### src/rtl/mem_arb_if.sv
// mem_arb_if: bundle of the eJ32 port, the host burst port and the byte-memory
// port around the memory arbiter.
//   slave  : arbiter view (takes requests and mem_rdata, drives memory and status)
//   master : environment view (eJ32, host and memory model together)
// Signals:
//   cpu_req/cpu_we/cpu_addr/cpu_wdata -> arbiter, cpu_rdata/cpu_stall <- arbiter
//   host_req/host_we/host_addr/host_len/host_wdata -> arbiter
//   host_beat/host_rvalid/host_rdata/host_busy/host_done <- arbiter
//   mem_addr/mem_we/mem_wdata <- arbiter, mem_rdata -> arbiter (one-cycle read latency)
interface mem_arb_if #(
  parameter int unsigned ASZ = 17
) ();
  logic           cpu_req;
  logic           cpu_we;
  logic [ASZ-1:0] cpu_addr;
  logic [7:0]     cpu_wdata;
  logic [7:0]     cpu_rdata;
  logic           cpu_stall;

  logic           host_req;
  logic           host_we;
  logic [ASZ-1:0] host_addr;
  logic [ASZ-1:0] host_len;
  logic [7:0]     host_wdata;
  logic           host_beat;
  logic           host_rvalid;
  logic [7:0]     host_rdata;
  logic           host_busy;
  logic           host_done;

  logic [ASZ-1:0] mem_addr;
  logic           mem_we;
  logic [7:0]     mem_wdata;
  logic [7:0]     mem_rdata;

  modport slave (
    input  cpu_req, cpu_we, cpu_addr, cpu_wdata,
    output cpu_rdata, cpu_stall,
    input  host_req, host_we, host_addr, host_len, host_wdata,
    output host_beat, host_rvalid, host_rdata, host_busy, host_done,
    output mem_addr, mem_we, mem_wdata,
    input  mem_rdata
  );

  modport master (
    output cpu_req, cpu_we, cpu_addr, cpu_wdata,
    input  cpu_rdata, cpu_stall,
    output host_req, host_we, host_addr, host_len, host_wdata,
    input  host_beat, host_rvalid, host_rdata, host_busy, host_done,
    input  mem_addr, mem_we, mem_wdata,
    output mem_rdata
  );
endinterface

### src/rtl/mem_arb.sv
// mem_arb: shares one byte-wide memory port between the eJ32 core and a host
// loader/dump port that moves bursts of bytes.
//
// Ports:
//   clk    : system clock, all state on its rising edge
//   rst_n  : asynchronous active-low reset
//   bus    : mem_arb_if.slave (eJ32 port, host burst port, memory port)
// Parameters:
//   ASZ      : byte-address width (also the width of the burst length)
//   FAIR_MAX : eJ32-serviced cycles a waiting host tolerates before it takes a slot
//
// Build option: define MEM_ARB_FAIR_EN to give the host a guaranteed beat after
// FAIR_MAX consecutive starved cycles. Without it the eJ32 has strict priority
// and the host only beats in cycles where cpu_req is low.
//
// Behaviour summary:
//   IDLE  : eJ32 drives the memory port; host_req latches a burst and moves to BURST.
//   BURST : the host beats when the eJ32 is not requesting (or on a fairness slot);
//           the eJ32 is stalled only in cycles where it requests and the host beats.
//   host_done is registered: it appears the cycle after the last beat, together with
//   the return to IDLE. A zero-length burst pulses host_done in its only BURST cycle.
module mem_arb #(
  parameter int unsigned ASZ      = 17,
  parameter int unsigned FAIR_MAX = 8
) (
  input  logic      clk,
  input  logic      rst_n,
  mem_arb_if.slave  bus
);

  // Elaboration-time sanity check on the configuration.
  if (ASZ < 1 || FAIR_MAX < 1) begin : g_param_check
    $error("mem_arb: ASZ and FAIR_MAX must both be at least 1");
  end

  typedef enum logic [0:0] {StIdle, StBurst} state_e;

  state_e         state_q, state_d;
  logic [ASZ-1:0] haddr_q, haddr_d;
  logic [ASZ-1:0] rem_q, rem_d;
  logic           hwe_q, hwe_d;
  logic           done_q, done_d;
  logic           rvalid_q, rvalid_d;
  logic           beat;
  logic           fair_slot;

`ifdef MEM_ARB_FAIR_EN
  localparam int unsigned SW = $clog2(FAIR_MAX + 1);

  logic [SW-1:0] starve_q, starve_d;

  // Host has waited long enough: it wins this cycle even if the eJ32 requests.
  assign fair_slot = (starve_q == SW'(FAIR_MAX));
`else
  assign fair_slot = 1'b0;
`endif

  // Next-state logic.
  always_comb begin
    state_d  = state_q;
    haddr_d  = haddr_q;
    rem_d    = rem_q;
    hwe_d    = hwe_q;
    done_d   = 1'b0;
    rvalid_d = 1'b0;
    beat     = 1'b0;
`ifdef MEM_ARB_FAIR_EN
    starve_d = starve_q;
`endif
    unique case (state_q)
      StIdle: begin
        if (bus.host_req) begin
          haddr_d = bus.host_addr;
          rem_d   = bus.host_len;
          hwe_d   = bus.host_we;
          state_d = StBurst;
          // Zero-length burst: done shows up in the single BURST cycle.
          done_d  = (bus.host_len == '0);
`ifdef MEM_ARB_FAIR_EN
          starve_d = '0;
`endif
        end
      end
      StBurst: begin
        if (rem_q == '0) begin
          state_d = StIdle;
        end else if (!bus.cpu_req || fair_slot) begin
          beat     = 1'b1;
          haddr_d  = haddr_q + ASZ'(1);
          rem_d    = rem_q - ASZ'(1);
          rvalid_d = !hwe_q;
`ifdef MEM_ARB_FAIR_EN
          starve_d = '0;
`endif
          if (rem_q == ASZ'(1)) begin
            state_d = StIdle;
            done_d  = 1'b1;
          end
        end else begin
`ifdef MEM_ARB_FAIR_EN
          starve_d = starve_q + SW'(1);
`endif
        end
      end
      default: state_d = StIdle;
    endcase
  end

  // Memory-port steering and status outputs.
  always_comb begin
    bus.mem_addr    = bus.cpu_addr;
    bus.mem_we      = bus.cpu_req & bus.cpu_we;
    bus.mem_wdata   = bus.cpu_wdata;
    bus.cpu_stall   = 1'b0;
    bus.host_beat   = 1'b0;
    if (!rst_n) begin
      // Hold the memory port quiet while reset is asserted.
      bus.mem_addr = '0;
      bus.mem_we   = 1'b0;
    end else if (beat) begin
      bus.mem_addr  = haddr_q;
      bus.mem_we    = hwe_q;
      bus.mem_wdata = bus.host_wdata;
      bus.host_beat = 1'b1;
      bus.cpu_stall = bus.cpu_req;
    end
  end

  assign bus.host_busy   = (state_q == StBurst);
  assign bus.host_done   = done_q;
  assign bus.host_rvalid = rvalid_q;
  assign bus.host_rdata  = bus.mem_rdata;
  assign bus.cpu_rdata   = bus.mem_rdata;

  always_ff @(posedge clk or negedge rst_n) begin
    if (!rst_n) begin
      state_q  <= StIdle;
      haddr_q  <= '0;
      rem_q    <= '0;
      hwe_q    <= 1'b0;
      done_q   <= 1'b0;
      rvalid_q <= 1'b0;
    end else begin
      state_q  <= state_d;
      haddr_q  <= haddr_d;
      rem_q    <= rem_d;
      hwe_q    <= hwe_d;
      done_q   <= done_d;
      rvalid_q <= rvalid_d;
    end
  end

`ifdef MEM_ARB_FAIR_EN
  always_ff @(posedge clk or negedge rst_n) begin
    if (!rst_n) begin
      starve_q <= '0;
    end else begin
      starve_q <= starve_d;
    end
  end
`endif

endmodule

### src/flat_wrapper.sv
// flat-port wrapper written by rule: the top's interface ports become plain ports
module mem_arb_flat 
#(
  parameter int unsigned ASZ      = 17,
  parameter int unsigned FAIR_MAX = 8
)
  (clk, rst_n, bus_cpu_req, bus_cpu_we, bus_cpu_addr, bus_cpu_wdata, bus_cpu_rdata, bus_cpu_stall, bus_host_req, bus_host_we, bus_host_addr, bus_host_len, bus_host_wdata, bus_host_beat, bus_host_rvalid, bus_host_rdata, bus_host_busy, bus_host_done, bus_mem_addr, bus_mem_we, bus_mem_wdata, bus_mem_rdata);
  mem_arb_if #(.ASZ(ASZ)) bus_i ();
  input  logic clk;
  input  logic rst_n;
  input wire logic [$bits(bus_i.cpu_req)-1:0] bus_cpu_req;
  input wire logic [$bits(bus_i.cpu_we)-1:0] bus_cpu_we;
  input wire logic [$bits(bus_i.cpu_addr)-1:0] bus_cpu_addr;
  input wire logic [$bits(bus_i.cpu_wdata)-1:0] bus_cpu_wdata;
  output wire logic [$bits(bus_i.cpu_rdata)-1:0] bus_cpu_rdata;
  output wire logic [$bits(bus_i.cpu_stall)-1:0] bus_cpu_stall;
  input wire logic [$bits(bus_i.host_req)-1:0] bus_host_req;
  input wire logic [$bits(bus_i.host_we)-1:0] bus_host_we;
  input wire logic [$bits(bus_i.host_addr)-1:0] bus_host_addr;
  input wire logic [$bits(bus_i.host_len)-1:0] bus_host_len;
  input wire logic [$bits(bus_i.host_wdata)-1:0] bus_host_wdata;
  output wire logic [$bits(bus_i.host_beat)-1:0] bus_host_beat;
  output wire logic [$bits(bus_i.host_rvalid)-1:0] bus_host_rvalid;
  output wire logic [$bits(bus_i.host_rdata)-1:0] bus_host_rdata;
  output wire logic [$bits(bus_i.host_busy)-1:0] bus_host_busy;
  output wire logic [$bits(bus_i.host_done)-1:0] bus_host_done;
  output wire logic [$bits(bus_i.mem_addr)-1:0] bus_mem_addr;
  output wire logic [$bits(bus_i.mem_we)-1:0] bus_mem_we;
  output wire logic [$bits(bus_i.mem_wdata)-1:0] bus_mem_wdata;
  input wire logic [$bits(bus_i.mem_rdata)-1:0] bus_mem_rdata;
  assign bus_i.cpu_req = bus_cpu_req;
  assign bus_i.cpu_we = bus_cpu_we;
  assign bus_i.cpu_addr = bus_cpu_addr;
  assign bus_i.cpu_wdata = bus_cpu_wdata;
  assign bus_cpu_rdata = bus_i.cpu_rdata;
  assign bus_cpu_stall = bus_i.cpu_stall;
  assign bus_i.host_req = bus_host_req;
  assign bus_i.host_we = bus_host_we;
  assign bus_i.host_addr = bus_host_addr;
  assign bus_i.host_len = bus_host_len;
  assign bus_i.host_wdata = bus_host_wdata;
  assign bus_host_beat = bus_i.host_beat;
  assign bus_host_rvalid = bus_i.host_rvalid;
  assign bus_host_rdata = bus_i.host_rdata;
  assign bus_host_busy = bus_i.host_busy;
  assign bus_host_done = bus_i.host_done;
  assign bus_mem_addr = bus_i.mem_addr;
  assign bus_mem_we = bus_i.mem_we;
  assign bus_mem_wdata = bus_i.mem_wdata;
  assign bus_i.mem_rdata = bus_mem_rdata;
  mem_arb #(.ASZ(ASZ), .FAIR_MAX(FAIR_MAX)) u_core (.clk(clk), .rst_n(rst_n), .bus(bus_i));
endmodule
### config.mk
export PLATFORM = sky130hd
export DESIGN_NAME = mem_arb_flat
export DESIGN_NICKNAME = d
export VERILOG_FILES = /design/src/rtl/mem_arb_if.sv /design/src/rtl/mem_arb.sv /design/src/flat_wrapper.sv
export SDC_FILE = /design/constraint.sdc
export NUM_CORES = 1
export LEC_CHECK = 0
export CAP_MARGIN = 20
export CORE_AREA = 2 2 103 105
export DETAILED_ROUTE_END_ITERATION = 8
export DIE_AREA = 0 0 105 107
export GPL_TIMING_DRIVEN = 1
export PLACE_DENSITY = 0.69
export SYNTH_ARGS = -nofsm -noshare
export SYNTH_HDL_FRONTEND = slang
export SYNTH_SLANG_ARGS = --single-unit
### constraint.sdc
create_clock -name clk -period 4.62 [get_ports clk]
set_input_delay 0.924 -clock clk [delete_from_list [all_inputs] [get_ports clk]]
set_output_delay 0.924 -clock clk [all_outputs]
set_load 0.05 [all_outputs]
# --- Word level (Yosys, flattened, before mapping) ---
# Cells that the tools add are included.
totals:
  reg_bits: 38
  in_bits: 81
  output_inout_bits: 47
op_classes:
  add_sub_neg: 2
  n_eq_ne: 4
  muxes: 34
  n_bitwise: 2
  reduce_logical: 5
ops:
  columns: ["operator", "count"]
  rows:
  - ["$mux W17", 8]
  - ["$pmux W17 S2", 2]
  - ["$logic_not A17 Y1", 2]
  - ["$mux W1", 20]
  - ["$add A17 B1 Y17 const B", 1]
  - ["$eq A17 B1 Y1 const B", 1]
  - ["$sub A17 B1 Y17 const B", 1]
  - ["$mux W8", 2]
  - ["$ne A2 B2 Y1 const B", 3]
  - ["$pmux W1 S2", 2]
  - ["$reduce_and A3 Y1", 1]
  - ["$reduce_and A2 Y1", 1]
  - ["$and A1 B1 Y1", 1]
  - ["$logic_not A1 Y1", 1]
  - ["$not A1 Y1", 1]

# --- Longest topological paths before layout ---
# Gate-level depths: netlist of run 1.
logic_depth:
  word_depth: 5
  depth_mapped: 9
  depth_no_buf: 7

# --- Worst setup path after synthesis of run 1 ---
# Ideal clock, no wire load.
synth_path:
  path_kind: "input to output"
  start: "input bus_cpu_req"
  end: "output bus_mem_addr[0]"
  arrival_ns: 2.960
  required_ns: 3.696
  setup_slack_ns: 0.736
  path_stages: 7
  n_path_buf: 3
  cell_sequence: "clkbuf_1 > nand2b_1 > nand2b_1 > buf_4 > buf_6 > nand2_1 > a21boi_0"
synth_via:
  elab_chain_len: 5
synth_rtl:
  columns: ["item", "line", "source"]
  rows:
  - ["from (decl)", "flat_wrapper.sv:11", "input wire logic [$bits(bus_i.cpu_req)-1:0] bus_cpu_req;"]
  - ["$mux W1", "mem_arb.sv:87", "end else if (!bus.cpu_req || fair_slot) begin"]
  - ["$mux W1", "mem_arb.sv:85", "if (rem_q == '0) begin"]
  - ["$mux W1", "mem_arb.sv:70", "unique case (state_q)"]
  - ["$mux W17", "mem_arb.sv:120", "end else if (beat) begin"]
  - ["$mux W17", "mem_arb.sv:116", "if (!rst_n) begin"]
  - ["to (decl)", "flat_wrapper.sv:27", "output wire logic [$bits(bus_i.mem_addr)-1:0] bus_mem_addr;"]
# Every way passes these cells.

# --- Worst setup path in the final report of run 1 ---
layout_path:
  start: "register u_core.rem_q[0]"
  end: "output bus_mem_wdata[2]"
layout_via:
  elab_chain_len: 5
layout_rtl:
  columns: ["item", "line", "source"]
  rows:
  - ["from (decl)", "mem_arb.sv:40", "logic [ASZ-1:0] rem_q, rem_d;"]
  - ["from (signal assigned)", "mem_arb.sv:146", "rem_q <= rem_d;"]
  - ["$logic_not A17 Y1", "mem_arb.sv:85", null]
  - ["$mux W1", "mem_arb.sv:85", null]
  - ["$mux W1", "mem_arb.sv:70", null]
  - ["$mux W8", "mem_arb.sv:120", null]
  - ["$mux W8", "mem_arb.sv:116", null]
  - ["to (decl)", "flat_wrapper.sv:29", "output wire logic [$bits(bus_i.mem_wdata)-1:0] bus_mem_wdata;"]
# Every way passes these cells.

==> key figures, run 1 <==
Timing
  • Hold Fails Final Rpt: 0
  • Fin Hold WS: 477 ps
  • Setup repair after global routing missed its margin: no
  • Post-layout min period: 3870 ps
  • Setup-failing EPs final: 0
  • Final period util: 83.8%
  • Final-report max-slew violation count: 0
  • Pin slew with the least headroom to its limit: 872 ps
  • Accumulated negative setup slack: 0 ps
  • Fmax achieved: 0.258 GHz
  • Worst clock skew: 8.59 ps
  • Worst slew margin: 41.6%

Setup path
  • Data arrival time of the critical path: 2950 ps
  • Required time of the worst setup path: 3700 ps
  • Worst path cell trace: inv_1 -> ha_1 -> nor4b_2 -> and4b_1 -> buf_4 -> nor2_4 -> nand2_2 -> mux2_2 -> buf_12
  • Cell type of the slowest stage on the worst timing path: sky130_fd_sc_hd__nor2_4
  • Worst setup SP type: flop
  • Crit path buf inv count: 3
  • Sort of element at the end of the critical path: primary output
  • R2R depth: 9
  • Slack of the worst reg-to-reg path: 2110 ps
  • Critical path class: flop to primary output
  • Origin of the worst setup path: u_core.rem_q[0]$_DFFE_PN0P_
  • Worst flop-to-flop path startpoint: u_core.rem_q[0]$_DFFE_PN0P_
  • Endpoint of the most critical register-to-register path: u_core.rem_q[0]$_DFFE_PN0P_
  • Cell family with the largest share of critical-path delay: simple AND/OR/NAND/NOR gates
  • Critical Path Max Stage Delay: 440 ps
  • Maximum fanout along the worst path: 23

Synth
  • Number of synthesized flops with an enable pin: 0
  • Sequential share of the synthesized area: 31.8%
  • Share of cell area taken by muxes after synthesis: 3.68%
  • Combined area of all synthesized cells: 2990 sq um
  • Top_reg_cell synth: sky130_fd_sc_hd__dfrtp_1
  • Count of unique library cells instantiated by Yosys: 61
  • Synthesized-area fraction occupied by adder cells: 1.25%
  • Gate count after technology mapping: 368
  • Post-synth ARST share: 100%
  • Combinational family with the most area after synthesis: simple AND/OR/NAND/NOR gates
  • Warning count from the yosys run: 0
  • Post-Syn Area per Cell: 8.14 sq um
  • Post-synthesis simple-gate area fraction: 28.0%
  • XOR/XNOR Fraction of Synth Area: 4.10%
  • Synthesized Nets: 452
  • #FFs+latches synth: 38
  • Complex-gate fraction of the synthesized area: 21.5%

CTS
  • Clock buffers created by TritonCTS: 5
  • Quantity of gates resized following cts: 0
  • TritonCTS clock tree: done
  • Buffer depth of the longest clock path: 2
  • H-tree lvl count: 2
  • Clock root buffer: sky130_fd_sc_hd__clkbuf_8
  • Buffers inserted during post-CTS setup optimization: 0
  • Clock edge transition at the registers on the reported setup and hold paths: 80 ps
  • Insertion delay to the later sink of the worst-skew pair: 290 ps
  • Hold-fix buffers at CTS: 0
  • Clock sinks: 38

Cells and area
  • Layout filler cell count: 1022
  • Number of nets in the layout: 526
  • Layout cells sized above 1: 13.3%
  • Number of diodes: 0
  • Final Cell Area: 4360 sq um
  • Area grow syn2layout: 45.5%

Global routing
  • Initial antenna violation count: 0
  • Total global routing track utilization: 16.3%
  • Largest net degree at the start of global routing: 53
  • Overall overflow remaining after global route: 0
  • Global-route wire length before repair: 15.0 mm
  • Number of global-route vias before repair: 3020

Floorplan
  • Full die area: 11200 sq um
  • Initial core utilization: 29.7%
  • Vert. Die Dim: 107 um
  • Core area: 10100 sq um
  • Horizontal die dimension: 105 um
  • # IOs: 128
  • Row cnt: 37

Drt
  • Vias: 3047
  • Post-DR wirelength/cell: 15.6 um
  • DR pass1 iterations: 4
  • Via-to-Cell Ratio: 5.26
  • Post-Route WL: 9.03 mm
  • Violation count after the first detailed-route iteration: 160
  • DRC violations left: 0
  • Routed Antenna Nets: 0

Worst hold path
  • Hold Path Sink: u_core.bus.host_rvalid$_DFF_PN0_
  • Worst min-delay path startpoint: u_core.hwe_q$_DFFE_PN0P_
  • Number of cells on the worst hold path: 1
  • Classification of the worst-slack hold path: flop to flop

Place
  • Estimated wirelength of the detail-placed design: 6.81 mm
  • Placed Area: 4270 sq um
  • Routability Congestion: 0.772
  • Port bufs: 102

Power
  • Power consumption: 1.69 mW
  • Highest ir drop seen on vdd: 164 uV
  • Leakage power: 1.71 nW
  • PD cells: 388 nW/um^2

Status
  • Outcome: finished, final reports clean

Run
  • Maxcap violations: 0
-- worst reg2reg max path, stage by stage (launching register included) --
cell	delay [ps]
sky130_fd_sc_hd__dfrtp_1	430
sky130_fd_sc_hd__inv_1	110
sky130_fd_sc_hd__ha_1	280
sky130_fd_sc_hd__nor4b_2	210
sky130_fd_sc_hd__and4b_1	210
sky130_fd_sc_hd__buf_4	190
sky130_fd_sc_hd__o21ai_1	310
sky130_fd_sc_hd__buf_4	310
sky130_fd_sc_hd__o21ai_0	120
sky130_fd_sc_hd__a22o_1	240
-- per-stage QoR --
stage / worst slack [ps] / std cells / util [%]
floorplan: 736 / 368 / -
global placement: 856 / 571 / 42.3
detailed placement: 817 / 571 / 42.3
CTS: 722 / 579 / 43.2
global route: 480 / 579 / 43.2
finish: 746 / 579 / 43.2
-- report_power, final --
part	switching, mW	total [mW]	internal, mW
clock	0.123	0.244	0.121
combinational	0.397	0.782	0.384
sequential	0.194	0.665	0.471
total	0.714	1.69	0.976
-- flip-flops by register name, summed over array words and instances (netlist names) --
signal	cells
u_core.bus.host_busy	1
u_core.bus.host_done	1
u_core.bus.host_rvalid	1
u_core.haddr_q	17
u_core.hwe_q	1
u_core.rem_q	17
-- routing by layer --
layer / track usage [%] / vias to the layer above / part of all wire [%]
met3: 4.19 / 11 / 7.1
met1: 21.7 / 1464 / 43
met2: 26.9 / 115 / 49
met4: 3.52 / 0 / 0.93
li1: - / 1457 / -
met5: 0 / - / 0
-- cell usage after synthesis, drive strengths merged (2+ instances only) --
cell | count | area share (%)
nand2 | 61 | 7.7
clkbuf | 17 | 2.1
a21oi | 32 | 5.3
nor2b | 12 | 2.5
nand4b | 3 | 1.4
a21boi | 19 | 4.8
dfrtp | 38 | 32
inv | 7 | 0.88
nor3 | 12 | 2.0
nor3b | 2 | 0.50
buf | 26 | 6.5
nor2 | 16 | 2.3
o21ai | 10 | 1.7
nand4 | 6 | 1.5
o211ai | 2 | 0.50
or4 | 4 | 1.1
nor4 | 12 | 3.2
and3 | 5 | 1.0
ha | 3 | 1.3
o32ai | 5 | 1.5
or3 | 4 | 0.84
xnor2 | 13 | 3.8
mux2i | 2 | 0.67
a21o | 2 | 0.50
mux2 | 8 | 3.0
nor4b | 2 | 0.79
nand2b | 2 | 0.42
nand3 | 10 | 1.7
o311ai | 3 | 0.88
a211oi | 12 | 3.0
-- placed cells by master, fill, tap and decap left out, drive strengths merged, types with 12 or more instances in the layout --
| master | n |
|---|---|
| clkdlybuf4s50 | 75 |
| nand2 | 61 |
| dfrtp | 38 |
| buf | 35 |
| a21oi | 32 |
| a21boi | 19 |
| nor2 | 16 |
| xnor2 | 13 |
| nor3 | 12 |
| nor2b | 12 |
| a211oi | 12 |
| nor4 | 12 |
-- logic make-up (layout without fill, tap and decap cells) --
| family | Yosys count | count (layout) |
|---|---|---|
| compound gates | 97 | 97 |
| flops | 38 | 38 |
| fa+ha+maj | 3 | 3 |
| buf+inv | 50 | 125 |
| simple gates | 155 | 155 |
| other cells | 1 | 1 |
| xor+xnor | 14 | 14 |
| mux | 10 | 10 |
-- worst max path at each step --
stage / endpoint / slack, ps / depth (start not counted)
after floorplan: bus_mem_addr[0] / 740 / 7
after global placement: bus_mem_addr[0] / 860 / 7
after detailed placement: bus_mem_addr[2] / 820 / 7
after CTS: bus_mem_wdata[2] / 720 / 9
after global routing: bus_mem_addr[0] / 480 / 9
final: bus_mem_wdata[2] / 750 / 9
-- cell type report --
type | instances | area (sq um) | share of cell area (%)
inverters | 7 | 26.3 | 0.603
flip-flops and latches | 38 | 951 | 21.8
well taps | 136 | 170 | 3.90
clock buffers | 7 | 86.3 | 1.98
multi-input cells | 280 | 1760 | 40.3
repair buffers | 110 | 1360 | 31.2
clock inverters | 1 | 5.00 | 0.115
Power figures use the tool's default switching activity.
==> run 2: changes to the inputs <==
clock period = 3.65 ns   (was 4.62 ns; I/O delays follow)
==> run 2 against run 1 <==
Compared with the run above: cell count grew 1.0%; final area up 0.69%; utilization rose by 0.30 points; critical endpoint is now bus_mem_addr[0]; largest power group unchanged; clock power grew 27%; via count increased by 1.2%; critical path depth is the same.
==> key figures, run 2 (same netlist as run 1, synthesis figures left out) <==
CTS
  • Clock root buffer: sky130_fd_sc_hd__clkbuf_8
  • Clock buffers created by TritonCTS: 5
  • Clock edge transition at the registers on the reported setup and hold paths: 80 ps
  • Quantity of gates resized following cts: 0
  • Clock sinks: 38
  • Insertion delay to the later sink of the worst-skew pair: 300 ps
  • Hold-fix buffers at CTS: 0
  • Buffer depth of the longest clock path: 2
  • Buffers inserted during post-CTS setup optimization: 0
  • TritonCTS clock tree: done
  • H-tree lvl count: 2

Drt
  • Vias: 3085
  • Via-to-Cell Ratio: 5.27
  • Violation count after the first detailed-route iteration: 140
  • DRC violations left: 0
  • Post-Route WL: 9.26 mm
  • Post-DR wirelength/cell: 15.8 um
  • DR pass1 iterations: 4
  • Routed Antenna Nets: 0

Floorplan
  • Vert. Die Dim: 107 um
  • Full die area: 11200 sq um
  • Core area: 10100 sq um
  • Row cnt: 37
  • Initial core utilization: 29.7%
  • Horizontal die dimension: 105 um
  • # IOs: 128

Setup path
  • Sort of element at the end of the critical path: primary output
  • Critical Path Max Stage Delay: 440 ps
  • Maximum fanout along the worst path: 19
  • Worst setup SP type: flop
  • Required time of the worst setup path: 2920 ps
  • Worst path cell trace: inv_1 -> ha_1 -> nor4b_2 -> nand4b_4 -> nand2b_1 -> buf_4 -> nand2_1 -> a21boi_0 -> buf_12
  • Critical path class: flop to primary output
  • Cell type of the slowest stage on the worst timing path: sky130_fd_sc_hd__dfrtp_1
  • Data arrival time of the critical path: 2700 ps
  • Origin of the worst setup path: u_core.rem_q[0]$_DFFE_PN0P_
  • Slack of the worst reg-to-reg path: 1040 ps
  • Worst flop-to-flop path startpoint: u_core.rem_q[0]$_DFFE_PN0P_

Timing
  • Worst clock skew: 3.80 ps
  • Pin slew with the least headroom to its limit: 509 ps
  • Worst slew margin: 66.0%
  • Setup ws final: 225 ps
  • Final-report max-slew violation count: 0
  • Hold Fails Final Rpt: 0
  • Post-layout min period: 3430 ps
  • Fmax achieved: 0.292 GHz
  • Final period util: 93.8%
  • Accumulated negative setup slack: 0 ps
  • Setup-failing EPs final: 0
  • Setup repair after global routing missed its margin: no

Power
  • Switching portion of total power: 42.5%
  • Clock group share of total power: 14.4%
  • Power consumption: 2.16 mW
  • Total internal power: 1.24 mW
  • PD cells: 491 nW/um^2
  • Net switching power figure: 0.917 mW
  • Highest ir drop seen on vdd: 177 uV
  • Leakage power: 1.74 nW
  • Power share of the sequential group: 39.4%
  • Share of total power in combinational logic: 46.2%

Cells and area
  • Leading registers by flop count: u_core.haddr_q (17), u_core.rem_q (17)
  • Number of nets in the layout: 532
  • Layout cells sized above 1: 14.7%
  • Most common library cell in the layout ignoring fill and taps: sky130_fd_sc_hd__clkdlybuf4s50_1
  • Layout Cells excl Fill: 585
  • Sequential cell area in the final layout: 951 sq um
  • Commonest cells after routing, fill and taps aside: sky130_fd_sc_hd__clkdlybuf4s50_1, sky130_fd_sc_hd__nand2_1, sky130_fd_sc_hd__dfrtp_1
  • Multi-input gate area: 1760 sq um
  • Number of diodes: 0
  • Layout filler cell count: 1029
  • Area grow syn2layout: 46.6%

Run
  • Maxcap violations: 0

Status
  • Outcome: finished, final reports clean

Place
  • Routability Congestion: 0.818
  • Post-Place Cells: 577
  • Estimated wirelength of the detail-placed design: 7.21 mm
  • Port bufs: 102
  • Placement-stage worst setup slack: 438 ps

Global routing
  • Largest net degree at the start of global routing: 32
  • Total global routing track utilization: 16.7%
  • Number of global-route vias before repair: 3068
  • Initial antenna violation count: 0
  • Overall overflow remaining after global route: 0
  • Global-route wire length before repair: 15.1 mm

Worst hold path
  • Classification of the worst-slack hold path: input pin to asynchronous set/reset pin
## run 2: cell type report
type,instances,share of cell area [%]
clock buffer,7,1.97
clock inverter,1,0.114
inverter,7,0.599
multi-input combinational,280,40.1
sequential,38,21.7
tap,136,3.88
timing repair buffer,116,31.7
## run 2: metal layers
layer,routed length (um),track usage [%]
met1,3950,20.4
met2,4470,28.3
met3,723,5.11
met4,119,4.76
met5,0,0
## run 2: power groups by stage
stage / Combinational (mW) / Sequential, mW / Clock [mW]
CTS: 1.00 / 0.845 / 0.317
global placement: 0.971 / 0.843 / 0
finish: 0.997 / 0.849 / 0.311
global route: 1.09 / 0.880 / 0.335
floorplan: 0.683 / 0.793 / 0
detailed placement: 1.00 / 0.851 / 0
## run 2: critical path, delay by kind of cell, from the launching register on
family,cells,cell delay [ps]
flops,1,440
fa+ha+maj,1,260
simple gates,4,770
compound gates,1,360
buf+inv,3,560
## run 2: worst paths after layout
path | end | cells past startpoint
worst min register to register | u_core.bus.host_rvalid$_DFF_PN0_ | 1
worst min-delay path | u_core.haddr_q[14]$_DFFE_PN0P_ | 1
worst max register to register | u_core.rem_q[15]$_DFFE_PN0P_ | 9
worst max-delay path | bus_mem_addr[0] | 9
min in group clk | u_core.bus.host_rvalid$_DFF_PN0_ | 1
max in group asynchronous | u_core.rem_q[9]$_DFFE_PN0P_ | 2
## run 2: metrics by stage
step	utilization [%]	hold WS, ps	area [sq um]
after global routing	43.5	390	4390
after detailed placement	42.6	448	4300
after floorplan	-	425	2990
after CTS	43.5	377	4390
final	43.5	368	4390
after global placement	42.6	441	4300
